$ cat config.mk
export PLATFORM = sky130hd
export DESIGN_NAME = fsm_input_conditioner
export DESIGN_NICKNAME = d
export VERILOG_FILES = /design/src/rtl/fsm_input_conditioner.sv
export SDC_FILE = /design/constraint.sdc
export NUM_CORES = 1
export LEC_CHECK = 0
export CELL_PAD_IN_SITES_DETAIL_PLACEMENT = 0
export CELL_PAD_IN_SITES_GLOBAL_PLACEMENT = 1
export CORE_ASPECT_RATIO = 0.75
export CORE_MARGIN = 1
export CORE_UTILIZATION = 38
export CTS_BUF_LIST = sky130_fd_sc_hd__clkbuf_16
export DETAILED_ROUTE_END_ITERATION = 10
export PLACE_DENSITY = 0.8
export SYNTH_ARGS = -nofsm -noshare
export SYNTH_HDL_FRONTEND = slang
export SYNTH_SLANG_ARGS = --single-unit
export TNS_END_PERCENT = 100
$ cat constraint.sdc
create_clock -name clk -period 2.57 [get_ports clk]
set_clock_uncertainty 0.1 [all_clocks]
set_input_delay 0.514 -clock clk [delete_from_list [all_inputs] [get_ports clk]]
set_output_delay 0.514 -clock clk [all_outputs]
set_load 0.02 [all_outputs]
$ cat src/rtl/fsm_input_conditioner.sv
// Input conditioner for the sequence-detector FSM: two-flop synchroniser, per-bit
// debounce (enabled by COND_DEBOUNCE_EN), change strobe and saturating event count.
module fsm_input_conditioner #(
  parameter int DB_CYCLES = 8,
  parameter int CNT_W     = 4
) (
  input  logic       clk,
  input  logic       reset,
  input  logic       raw_i1,
  input  logic       raw_i2,
  input  logic       raw_i3,
  input  logic       raw_i4,
  output logic       i1,
  output logic       i2,
  output logic       i3,
  output logic       i4,
  output logic       chg,
  output logic [7:0] evt_cnt
);

  if (DB_CYCLES < 1 || DB_CYCLES > (1 << CNT_W) - 1) begin : g_param_check
    $error("DB_CYCLES must lie in 1..2**CNT_W-1");
  end

  logic [3:0] raw;
  logic [3:0] s1;
  logic [3:0] s2;
  logic [3:0] clean;
  logic [3:0] clean_next;

  assign raw = {raw_i4, raw_i3, raw_i2, raw_i1};

`ifdef COND_DEBOUNCE_EN
  typedef enum logic {STABLE, PENDING} db_state_t;

  logic [3:0][CNT_W-1:0] cnt;
  logic [3:0][CNT_W-1:0] cnt_next;
  db_state_t [3:0]       state;

  // A bit is pending whenever the synchronised level disagrees with the clean one;
  // the flip happens on the edge whose increment would reach DB_CYCLES.
  always_comb begin
    clean_next = clean;
    cnt_next   = cnt;
    state      = {4{STABLE}};
    for (int b = 0; b < 4; b++) begin
      state[b] = (s2[b] != clean[b]) ? PENDING : STABLE;
      case (state[b])
        PENDING: begin
          if (cnt[b] == CNT_W'(DB_CYCLES - 1)) begin
            clean_next[b] = s2[b];
            cnt_next[b]   = '0;
          end else begin
            cnt_next[b] = cnt[b] + CNT_W'(1);
          end
        end
        default: cnt_next[b] = '0;
      endcase
    end
  end

  always_ff @(posedge clk) begin
    if (!reset) begin
      cnt <= '0;
    end else begin
      cnt <= cnt_next;
    end
  end
`else
  always_comb begin
    clean_next = s2;
  end
`endif

  // chg and evt_cnt track any clean-bit change, whatever produced it.
  always_ff @(posedge clk) begin
    if (!reset) begin
      s1      <= '0;
      s2      <= '0;
      clean   <= '0;
      chg     <= 1'b0;
      evt_cnt <= '0;
    end else begin
      s1    <= raw;
      s2    <= s1;
      clean <= clean_next;
      chg   <= (clean_next != clean);
      if ((clean_next != clean) && (evt_cnt != 8'hFF)) begin
        evt_cnt <= evt_cnt + 8'd1;
      end
    end
  end

  assign i1 = clean[0];
  assign i2 = clean[1];
  assign i3 = clean[2];
  assign i4 = clean[3];

endmodule
Word-level counts from Yosys, hierarchy flattened --
Cells that the tools add are included.
Cells by class: $add $sub $neg 1, equality and inequality tests 2, reduce and logical (&&, ||, !) cells 1
Operator list (number):
- $add 8x1->8 const B | 1
- $ne 8x8->1 const B | 1
- $ne 4x4->1 | 1
- $logic_and 1x1->1 | 1
Word-level totals: bits in registers 21, input port bits 6, output and inout bits 13, word-level logic and storage cells 9

Longest topological paths before layout --
word-level depth 2, depth in mapped cells 5, depth with buffers taken out 5

Worst setup path after synthesis --
OpenSTA, ideal clock, no wires.
path kind register -> register, start point register evt_cnt[0], end point register evt_cnt[0], library setup time 0.124 ns, arrival time 1.518 ns, required time 2.346 ns, slack 0.828 ns, cell stages (with the launch flop) 6, buffers on the path 0, period minus slack after synthesis 1.742 ns, cell sequence dfxtp_1 > ha_1 > nand4_1 > nor3_1 > nor2_1 > mux2i_1
On the way: cells in the longest elaborated chain, start to end 2, elaborated cells between the ends (all ways) 3, classes of those cells add/sub: 1; eq/ne: 1; reduce/logical: 1
RTL lines:
- from (decl) | RTL line 18 | output logic [7:0] evt_cnt
- from (signal assigned) | RTL line 89 | evt_cnt <= evt_cnt + 8'd1;
- parallel branches: the longest is 2 deep, another holds $add 8x1->8
Parallel ways; which one is timed is not known. A chain may end at the register's enable or synchronous reset.

Worst setup path after layout --
start point register evt_cnt[2], end point output port evt_cnt[2]
No word-level cell between the ends.

==> metrics <==
status=complete, no violations; Syn Std Cell Area=813.3 µm²; Max clock buf depth=2; Leak=0.0004349 µW; synthesized flop and latch total=21; initial DRC count=14; drt total wl=1311 µm; kind of critical path=flop to output port; cts repair resizes=0; gr usage total=12.43%; TritonCTS clock tree=yes; diode count=0; via count=624; clock share of power=42.1%; Initial Utilization=40.37%; IO Port Bufs=18; share of layout cells above drive strength 1=6.931%; Die Wd=55.42 µm; WP buf/inv=1; vias in the first global route=517; Ports=19; leading area contributor after synthesis=dfxtp_1; Final Hold Vio Count=0; Fmax=0.5160 GHz; top-count cell post-synth=dfxtp_1; RR Endpoint=evt_cnt[0]; pwr/cell area=684.2 nW/µm²; Skew-Pair Late Insertion Delay=0.25 ns; main area contributors after synthesis=dfxtp_1, and2_1, mux2i_1; core box area=2014 µm²; Psw=156.6 µW; global-route wire length before repair=2242 µm; number of flops mapped to enable cells by yosys=0; Final ANT Viol Nets=0; Net Count, Synth=88; cts hold-fix bufs=0; crit share post-route=75.41%; synth unique cells=27; Num CTS Buffers=3; Async SR Flop Fraction=0%; RR Startpoint=evt_cnt[0]; share of the synthesized area in the top cell type=51.69%; Clock Pin Slew Worst Setup and Hold Paths=0.05 ns; Crit. End Element=output port; max_cap viols=0; setup TNS=0 ns; WP data arrival=1.32 ns; Critical Path, Cell by Cell=clkdlybuf4s50_1; slew margin rel.=51.88%; # clock sinks=21; final worst path period need=1.938 ns; initial antenna violation count=0; Comb power frac=10.6%; Die Height=42.07 µm; Max stage delay on crit path=0.65 ns; GP Congestion=0.7064; hold path start=s1[2]; dpl hpwl=908.9 µm; Setup Viol. Count Final=0; final design utilization=54.16%; share of power burned in registers=47.3%; Primary FF master, synth=dfxtp_1; Post-synth top cells=dfxtp_1, and2_1, nand2_1; H-Tree Depth=1; worst path required time=1.96 ns; crit-path leading delay family=buffers and inverters; DRC Markers=0; post-synthesis cell count=81; startpoint types=flop; average size of a mapped cell=10.04 µm²; nets@finish=109; Post-CTS Setup Repair Bufs=0; Slew Viols, Final=0; critical path peak fanout=7; TritonRoute pass-1 iters=6; Pint=589.9 µW; worst slew pin tran=0.7195 ns; sequential-to-total area share from yosys stat=51.69%; Worst path slowest cell=clkdlybuf4s50_1; total grt overflow=0; largest net degree at the start of global routing=27; internal reg-to-reg setup slack=0.72 ns; Net Sw Frac=20.98%; Synth Warn #=0; clock root buffer=clkbuf_16; Register-to-Register Path Depth=5; WL per Instance=10.49 µm; Hold EP=clean_next[2]; growth of design area from synthesis to finish=34.15%; Core Rows=14; via density per instance=4.992; die area=2331 µm²; Peak VDD IR=0.4805 mV; hold depth=1; RSZ-0062 raised after global routing=false; worst hold path class=flop to flop
-- power by group through the flow --
| stage | Clock [µW] | Sequential, µW | Combinational [µW] |
|---|---|---|---|
| 6_report | 314 | 353 | 79.4 |
| 5_1_grt | 340 | 354 | 87.6 |
| 3_5_place_dp | 0 | 360 | 80.2 |
| 3_3_place_gp | 0 | 360 | 79.9 |
| 4_1_cts | 322 | 353 | 80.6 |
| 2_1_floorplan | 0 | 369 | 38.5 |
-- worst reg2reg max path: stages, from the launching register on --
cell	delay, ns
dfxtp_1	0.41
ha_1	0.25
nand4_1	0.13
nor3_1	0.52
nor2_1	0.17
mux2i_1	0.15
-- final cells by class --
cell class	instances	area (µm²)
inverter	1	3.754
clock buffer	3	75.07
clock inverter	1	3.754
fill	177	923.4
timing repair buffer	19	187.7
tap	24	30.03
multi-input combinational	56	370.4
sequential	21	420.4
-- placed cells by master, fill, tap and decap left out, types with 2 or more instances in the layout --
| cell | netlist | routed |
|---|---|---|
| and3_1 | 2 | 2 |
| clkbuf_16 | 0 | 3 |
| inv_1 | 1 | 2 |
| clkdlybuf4s50_1 | 0 | 18 |
| and2_1 | 11 | 11 |
| dfxtp_1 | 21 | 21 |
| nand2_1 | 8 | 8 |
| nand3_1 | 4 | 4 |
| nor3_1 | 3 | 3 |
| xor2_1 | 4 | 4 |
| mux2i_1 | 5 | 5 |
| nand2b_1 | 4 | 4 |
-- worst max-delay path by stage --
stage	slack, ns	cells past startpoint	start	to
finish	0.63	1	evt_cnt[2]	evt_cnt[2]
global route	0.51	5	evt_cnt[0]	evt_cnt[0]
detailed placement	0.62	3	reset	evt_cnt[7]
CTS	0.63	1	evt_cnt[2]	evt_cnt[2]
floorplan	0.83	5	evt_cnt[0]	evt_cnt[0]
global placement	0.62	3	reset	evt_cnt[7]
-- stage by stage --
stage	instances	cell area (µm²)	setup slack (ns)	total power, µW	hold WS (ns)
after global routing	125	1091	0.5058	781.6	0.3464
after detailed placement	121	1012	0.6223	440.5	0.3192
final	125	1091	0.6319	746.5	0.3246
after global placement	121	1012	0.6222	439.9	0.3133
after floorplan	81	813.3	0.8283	408.0	0.3057
after CTS	125	1091	0.6273	755.5	0.3318
-- per-layer routing --
layer | track usage [%] | up-vias | part of all wire [%]
li1 | - | 315 | -
met1 | 15.53 | 299 | 52
met2 | 19.76 | 10 | 45
met3 | 4.630 | 0 | 2.3
met4 | 4.500 | 0 | 0
met5 | 0 | - | 0
-- flip-flops by register name (all words and copies together), names as in the netlist --
name	count
chg	1
s1	4
evt_cnt	8
clean	4
clean_next	4
-- logic make-up after synthesis --
| logic type | count (synthesis) | synth area share, % |
|---|---|---|
| xor gates and xnor gates | 4 | 4.307 |
| muxes | 5 | 6.154 |
| and+or+nand+nor | 41 | 29.08 |
| AOI/OAI and AO/OA | 5 | 4.462 |
| DFF | 21 | 51.69 |
| adders and majority gates | 1 | 1.538 |
| buffers and inverters | 4 | 2.769 |
No activity file was read; power rests on OpenSTA's default activity.
